### src/rtl/bmem_pkg.sv
// Shared constants, types and beat helpers for the banked burst memory port.
package bmem_pkg;

  localparam int unsigned BURST_LEN = 4;
  localparam int unsigned BEAT_W    = 64;
  localparam int unsigned LINE_W    = 256;
  localparam int unsigned LINE_OFS  = 5;
  localparam int unsigned ADDR_W    = 32;
  localparam int unsigned CNT_W     = 2;
  localparam int unsigned OUTST_W   = 3;

  localparam logic [ADDR_W-1:0] LINE_MASK = ~((32'd1 << LINE_OFS) - 32'd1);

  typedef enum logic {IDLE, WBURST} bmem_wr_state_t;
  typedef logic [255:0] line_t;
  typedef logic [BEAT_W-1:0] beat_t;

  // Extract beat k of a line (beat k = bits [64k+63:64k]).
  function automatic beat_t line_beat(input line_t l, input logic [CNT_W-1:0] k);
    return l[{k, 6'b0} +: BEAT_W];
  endfunction

  // Return a copy of a line with beat k replaced.
  function automatic line_t line_put(input line_t l, input logic [CNT_W-1:0] k,
                                     input beat_t b);
    line_t r;
    r = l;
    r[{k, 6'b0} +: BEAT_W] = b;
    return r;
  endfunction

  // Align an address down to its cache line.
  function automatic logic [ADDR_W-1:0] line_addr(input logic [ADDR_W-1:0] a);
    return a & LINE_MASK;
  endfunction

endpackage

### src/rtl/bmem_burst_assembler.sv
// Collects 4-beat return bursts into a line, latches the burst tag and flags protocol errors.
module bmem_burst_assembler
  import bmem_pkg::*;
(
  input  logic              clk,
  input  logic              rst,
  input  logic              rvalid,
  input  logic [ADDR_W-1:0] raddr,
  input  logic [BEAT_W-1:0] rdata,
  input  logic              outst_zero,
  output logic              done_c,
  output line_t             line_c,
  output logic [ADDR_W-1:0] tag,
  output logic              err
);

  logic [CNT_W-1:0]  beat_cnt_q, beat_cnt_d;
  logic [ADDR_W-1:0] tag_q, tag_d;
  line_t             buf_q, buf_d;
  logic              err_q, err_d;

  // Beat slotting, tag capture, completion strobe and sticky error detection.
  always_comb begin
    beat_cnt_d = beat_cnt_q;
    tag_d      = tag_q;
    buf_d      = buf_q;
    err_d      = err_q;
    done_c     = 1'b0;
    if (rvalid) begin
      buf_d      = line_put(buf_q, beat_cnt_q, rdata);
      beat_cnt_d = beat_cnt_q + CNT_W'(1);
      if (beat_cnt_q == '0) begin
        tag_d = raddr;
        if (outst_zero) err_d = 1'b1;
      end else if (raddr != tag_q) begin
        err_d = 1'b1;
      end
      if (beat_cnt_q == CNT_W'(BURST_LEN - 1)) done_c = 1'b1;
    end else if (beat_cnt_q != '0) begin
      err_d = 1'b1;
    end
    line_c = buf_d;
  end

  // Control state with synchronous reset.
  always_ff @(posedge clk) begin
    if (rst) begin
      beat_cnt_q <= '0;
      tag_q      <= '0;
      err_q      <= 1'b0;
    end else begin
      beat_cnt_q <= beat_cnt_d;
      tag_q      <= tag_d;
      err_q      <= err_d;
    end
  end

  // Assembly buffer; contents are don't-care after reset.
  always_ff @(posedge clk) begin
    buf_q <= buf_d;
  end

  assign tag = tag_q;
  assign err = err_q;

endmodule

### src/rtl/bmem_line_adapter.sv
// Cache-line to 4-beat burst adapter: issues reads/writes and reassembles returned lines.
module bmem_line_adapter
  import bmem_pkg::*;
#(
  parameter int unsigned MAX_OUTSTANDING = 2
) (
  input  logic              clk,
  input  logic              rst,
  input  logic [ADDR_W-1:0] up_addr,
  input  logic              up_read,
  input  logic              up_write,
  input  line_t             up_wdata,
  output logic              up_ready,
  output logic              up_rvalid,
  output logic [ADDR_W-1:0] up_raddr,
  output line_t             up_rdata,
  output logic              err,
  output logic [ADDR_W-1:0] bmem_addr,
  output logic              bmem_read,
  output logic              bmem_write,
  output logic [BEAT_W-1:0] bmem_wdata,
  input  logic              bmem_ready,
  input  logic [ADDR_W-1:0] bmem_raddr,
  input  logic [BEAT_W-1:0] bmem_rdata,
  input  logic              bmem_rvalid
);

  bmem_wr_state_t    state_q, state_d;
  logic [CNT_W-1:0]  wcnt_q, wcnt_d;
  line_t             wline_q, wline_d;
  logic [ADDR_W-1:0] waddr_q, waddr_d;
  logic [OUTST_W-1:0] outst_q, outst_d;
  logic              up_rvalid_q, up_rvalid_d;
  logic [ADDR_W-1:0] up_raddr_q, up_raddr_d;
  line_t             up_rdata_q, up_rdata_d;

  logic              rd_acc;
  logic              done_c;
  line_t             line_c;
  logic [ADDR_W-1:0] tag;

  bmem_burst_assembler u_asm (
    .clk        (clk),
    .rst        (rst),
    .rvalid     (bmem_rvalid),
    .raddr      (bmem_raddr),
    .rdata      (bmem_rdata),
    .outst_zero (outst_q == '0),
    .done_c     (done_c),
    .line_c     (line_c),
    .tag        (tag),
    .err        (err)
  );

  // Issue FSM next state, combinational command outputs and outstanding-read accounting.
  always_comb begin
    state_d     = state_q;
    wcnt_d      = wcnt_q;
    wline_d     = wline_q;
    waddr_d     = waddr_q;
    outst_d     = outst_q;
    up_ready    = 1'b0;
    bmem_read   = 1'b0;
    bmem_write  = 1'b0;
    bmem_addr   = '0;
    bmem_wdata  = '0;
    rd_acc      = 1'b0;

    if (state_q == IDLE) begin
      up_ready = bmem_ready &&
                 (up_write || (outst_q < OUTST_W'(MAX_OUTSTANDING)));
      if (up_ready && up_read) begin
        bmem_read = 1'b1;
        bmem_addr = line_addr(up_addr);
        rd_acc    = 1'b1;
      end else if (up_ready && up_write) begin
        bmem_write = 1'b1;
        bmem_addr  = line_addr(up_addr);
        bmem_wdata = line_beat(up_wdata, '0);
        wline_d    = up_wdata;
        waddr_d    = line_addr(up_addr);
        wcnt_d     = CNT_W'(1);
        state_d    = WBURST;
      end
    end else begin
      // Beats 1..3 go out back to back; the memory is committed once beat 0 is taken.
      bmem_write = 1'b1;
      bmem_addr  = waddr_q;
      bmem_wdata = line_beat(wline_q, wcnt_q);
      wcnt_d     = wcnt_q + CNT_W'(1);
      if (wcnt_q == CNT_W'(BURST_LEN - 1)) state_d = IDLE;
    end

    if (rd_acc && !done_c) begin
      outst_d = outst_q + OUTST_W'(1);
    end else if (!rd_acc && done_c && (outst_q != '0)) begin
      outst_d = outst_q - OUTST_W'(1);
    end

    up_rvalid_d = done_c;
    up_raddr_d  = done_c ? tag    : up_raddr_q;
    up_rdata_d  = done_c ? line_c : up_rdata_q;

    // Nothing leaves the block while reset is held.
    if (rst) begin
      up_ready   = 1'b0;
      bmem_read  = 1'b0;
      bmem_write = 1'b0;
      bmem_addr  = '0;
      bmem_wdata = '0;
    end
  end

  // State registers with synchronous reset; the write line buffer is not reset.
  always_ff @(posedge clk) begin
    if (rst) begin
      state_q     <= IDLE;
      wcnt_q      <= '0;
      waddr_q     <= '0;
      outst_q     <= '0;
      up_rvalid_q <= 1'b0;
      up_raddr_q  <= '0;
      up_rdata_q  <= '0;
    end else begin
      state_q     <= state_d;
      wcnt_q      <= wcnt_d;
      waddr_q     <= waddr_d;
      outst_q     <= outst_d;
      up_rvalid_q <= up_rvalid_d;
      up_raddr_q  <= up_raddr_d;
      up_rdata_q  <= up_rdata_d;
    end
  end

  // Write line holding register.
  always_ff @(posedge clk) begin
    wline_q <= wline_d;
  end

  assign up_rvalid = up_rvalid_q;
  assign up_raddr  = up_raddr_q;
  assign up_rdata  = up_rdata_q;

endmodule

### config.mk
export PLATFORM = sky130hd
export DESIGN_NAME = bmem_line_adapter
export DESIGN_NICKNAME = d
export VERILOG_FILES = /design/src/rtl/bmem_pkg.sv /design/src/rtl/bmem_burst_assembler.sv /design/src/rtl/bmem_line_adapter.sv
export SDC_FILE = /design/constraint.sdc
export NUM_CORES = 1
export LEC_CHECK = 0
export CAP_MARGIN = 20
export CORE_AREA = 2 2 305 307
export DETAILED_ROUTE_END_ITERATION = 16
export DIE_AREA = 0 0 307 309
export DONT_BUFFER_PORTS = 1
export GPL_TIMING_DRIVEN = 0
export PLACE_DENSITY = 0.54
export REMOVE_ABC_BUFFERS = 1
export SLEW_MARGIN = 20
export SYNTH_ARGS = -nofsm -noshare
export SYNTH_HDL_FRONTEND = slang
export SYNTH_SLANG_ARGS = --single-unit
### constraint.sdc
create_clock -name clk -period 5.2 [get_ports clk]
set_input_delay 0.52 -clock clk [delete_from_list [all_inputs] [get_ports clk]]
set_output_delay 0.52 -clock clk [all_outputs]
set_load 0.005 [all_outputs]
==> reports/summary.json <==
{
  "run_status": {
    "run_status": "completed"
  },
  "logic_synthesis": {
    "ys_seq_area_share_pct": 63.4,
    "synthMostInstantiatedCell": "sky130_fd_sc_hd__nand2_1",
    "synth_top_family_by_area": "compound AO/OA/AOI/OAI gates",
    "parity_gate_share_of_the_synthesized_area_counting_xor_and_xnor_cells_pct": 1.04,
    "post_synth_most_frequent_cells": "sky130_fd_sc_hd__nand2_1, sky130_fd_sc_hd__dfxtp_1, sky130_fd_sc_hd__a21oi_1",
    "post_synth_instance_area_sq_um": 29500,
    "synth-simple-area-share_pct": 10.2,
    "synth_top_area_cell": "sky130_fd_sc_hd__dfxtp_1",
    "netlist_top_cells_area": "sky130_fd_sc_hd__dfxtp_1, sky130_fd_sc_hd__edfxtp_1, sky130_fd_sc_hd__nand2_1",
    "synth.mux.area_fraction_pct": 4.89,
    "mapped_cells": 2544,
    "dominantRegCellSynth": "sky130_fd_sc_hd__dfxtp_1",
    "syn_area_per_cell_sq_um": 11.6,
    "synth_edf_count": 256,
    "synth_top_area_share_pct": 37.3,
    "synth_compound_area_share_pct": 16.5,
    "proportion_of_synthesized_flip_flops_having_asynchronous_set_or_reset_pct": 0,
    "ys_warn_count": 0,
    "synth_adder_area_share_pct": 0.323,
    "ys_ff_latch": 805,
    "synth.distinct_cells": 37
  },
  "floorplan": {
    "dieWidth_um": 307,
    "io-pin-count": 779,
    "floorplan.initialDensity_pct": 32.2,
    "row_count": 111,
    "coreArea_sq_um": 91400,
    "die_outline_height_um": 309,
    "floorplan.die_area_sq_um": 94900
  },
  "setup_path": {
    "crit_chain": "buf_16 > nor2b_1 > nand2_2 > inv_8 > buf_16 > a22oi_1 > nor2_1",
    "setup.worst_path.start_class": "flip-flop",
    "critical-path-top-cell-by-count": "sky130_fd_sc_hd__buf_16",
    "critical_path.endpoint_type": "output pin",
    "worstPathBufferInverterCount": 3,
    "required_ps": 4680,
    "critical-path-top-delay-family": "buffers and inverters",
    "reg2reg_from": "u_asm.beat_cnt_q[0]",
    "crit_slowest_cell": "sky130_fd_sc_hd__inv_8",
    "worst_reg_to_reg_setup_slack_ps": 1660,
    "count_of_cells_along_the_worst_register_to_register_path": 12,
    "crit_type": "flip-flop to output pin",
    "reg2reg_to": "up_rdata[57]",
    "arrival_ps": 4060,
    "max_stage_delay_ps": 680,
    "path_max_fanout": 122
  },
  "cells_and_area": {
    "fin_util_pct": 41.2,
    "postLayoutCellArea_sq_um": 37600,
    "area_growth_pct": 27.7,
    "layout-drive-gt1-share_pct": 11.3,
    "final_nets": 3252
  },
  "timing": {
    "report.final.setup_viol": 0,
    "final-max-slew-violation-count": 0,
    "holdWs_ps": 52.6,
    "max-slew-margin-rel_pct": 27.1,
    "final.period_utilization_pct": 88.2,
    "finalClockSkew_ps": 40.6,
    "fmax_mhz": 218,
    "worst-slew-pin-transition_ps": 1090,
    "grt_setup_unrepaired": "false",
    "hold_violations": 0,
    "final.min_clock_period_ps": 4580
  },
  "place": {
    "placed_area_sq_um": 30800,
    "detailed_place_hpwl_mm": 60.2,
    "port-buffer-count": 0,
    "gp_congestion": 0.846
  },
  "clock_network": {
    "post_cts_sizing_count": 0,
    "clock_insertion_delay_worst_skew_ps": 650,
    "clock_tree.root_cell": "sky130_fd_sc_hd__clkbuf_16",
    "clk_pin_slew_worst_paths_ps": 60,
    "tritoncts": "yes",
    "total_clock_buffers_created_by_cts": 86,
    "ctsHtreeMaxLevel": 3,
    "numClockSinks": 805,
    "post_cts_buffers": 0,
    "cts_max_path_buffers": 3
  },
  "grt": {
    "gr-usage-all-layers_pct": 19.2,
    "grt_overflow": 0,
    "number_of_global_route_vias_before_repair": 21521,
    "grt_max_degree": 203,
    "antenna_found_initial": 14,
    "global_route_wire_length_before_repair_mm": 138
  },
  "drt": {
    "detail_route.vias_per_cell": 5.20,
    "drtPass1Iterations": 8,
    "drc": 0,
    "route.detailed.wl_per_inst_um": 23.2,
    "finalWirelength_mm": 95.7,
    "via_count": 21510,
    "initialDrtViolationCount": 1720,
    "number_of_nets_with_antenna_violations_after_detailed_routing": 0
  },
  "hold_path": {
    "hold_start": "up_addr[31]",
    "min_delay_path_depth": 2,
    "hold_path_class": "primary input to flip-flop",
    "timing.hold.worst_endpoint": "waddr_q[31]"
  },
  "pwr": {
    "power-per-cell-area_nw_per_um2": 379,
    "power.static_leakage_uw": 0.0130,
    "max-vdd-ir-drop_mv": 0.307
  },
  "flow_run": {
    "max_cap_viol_count": 0
  }
}
-- worst reg2reg max path: stages (launching register included) --
cell and delay [ps]:
sky130_fd_sc_hd__dfxtp_1 510, sky130_fd_sc_hd__inv_1 190, sky130_fd_sc_hd__ha_1 430, sky130_fd_sc_hd__nor4b_2 600
sky130_fd_sc_hd__buf_4 270, sky130_fd_sc_hd__buf_2 210, sky130_fd_sc_hd__buf_2 250, sky130_fd_sc_hd__buf_4 200
sky130_fd_sc_hd__buf_2 210, sky130_fd_sc_hd__buf_4 200, sky130_fd_sc_hd__a22o_1 170, sky130_fd_sc_hd__nand2_1 60
sky130_fd_sc_hd__a21oi_1 140
-- registers in the layout (all words and copies together), names as in the netlist --
name and count:
outst_q 3, waddr_q 27, wline_q 256, state_q 1, up_rdata 256, up_raddr 32, wcnt_q 2, u_asm.buf_q 192
up_rvalid 1, u_asm.tag 32, u_asm.beat_cnt_q 2, u_asm.err 1
-- per-layer routing --
metal	share of wire (%)	global-route usage [%]
met5	0	0
met4	3.6	8.32
met3	9.3	6.43
met2	51	34.1
met1	36	20.8
-- layout make-up --
cell class	instances	area [sq um]
Antenna cell	20	50.0
Clock buffer	122	2550
Clock inverter	39	395
Fill cell	8529	53800
Inverter	4	22.5
Multi-Input combinational cell	1529	9810
Sequential cell	805	18700
Tap cell	1186	1480
Timing Repair Buffer	429	4620
-- placed cells by master, fill, tap and decap left out, drive strengths merged, types with 6 or more instances in the layout --
cell type / instances
a21oi: 289
a22o: 191
a22oi: 156
buf: 51
clkbuf: 122
clkinv: 24
dfxtp: 549
diode: 20
dlygate4sd3: 378
edfxtp: 256
ha: 6
inv: 10
mux4: 64
nand2: 577
nor2: 162
nor3: 6
nor4: 9
xnor2: 6
xor2: 29
-- per-stage QoR --
stage               cells  total power, uW  setup TNS (ps)  setup slack, ps
floorplan            2338             7510        -1958600            -4450
global placement     3524             7710        -5574160           -10860
detailed placement   3572             7730               0             1240
CTS                  4114            14400               0              511
global route         4130            14700               0              335
finish               4134            14300               0              616
-- logic make-up (layout without fill, tap and decap cells) --
family	Yosys count	in the layout
flip-flops	805	805
AND/OR/NAND/NOR	776	776
AO/OA/AOI/OAI	642	642
buffers and inverters	214	594
multiplexers	64	64
XOR/XNOR	35	35
adder cells (fa/ha/maj)	7	7
other	1	25
-- timing repair --
action	CTS	global route
hold buffers	381	0
endpoints found under the setup margin	0	0
hold endpoints to repair	693	0
-- power by group --
group,internal (uW),switching (uW)
logic,543,535
clock network,3700,2620
registers,6740,116
-- worst max path at each step --
stage | to | start | cells after the start
after global placement | up_rdata[0] | u_asm.beat_cnt_q[0] | 7
final | bmem_wdata[5] | state_q | 7
after detailed placement | bmem_wdata[5] | state_q | 7
after floorplan | bmem_wdata[0] | state_q | 5
after CTS | bmem_wdata[5] | state_q | 7
after global routing | bmem_wdata[5] | state_q | 7
No activity file was read; power rests on OpenSTA's default activity.
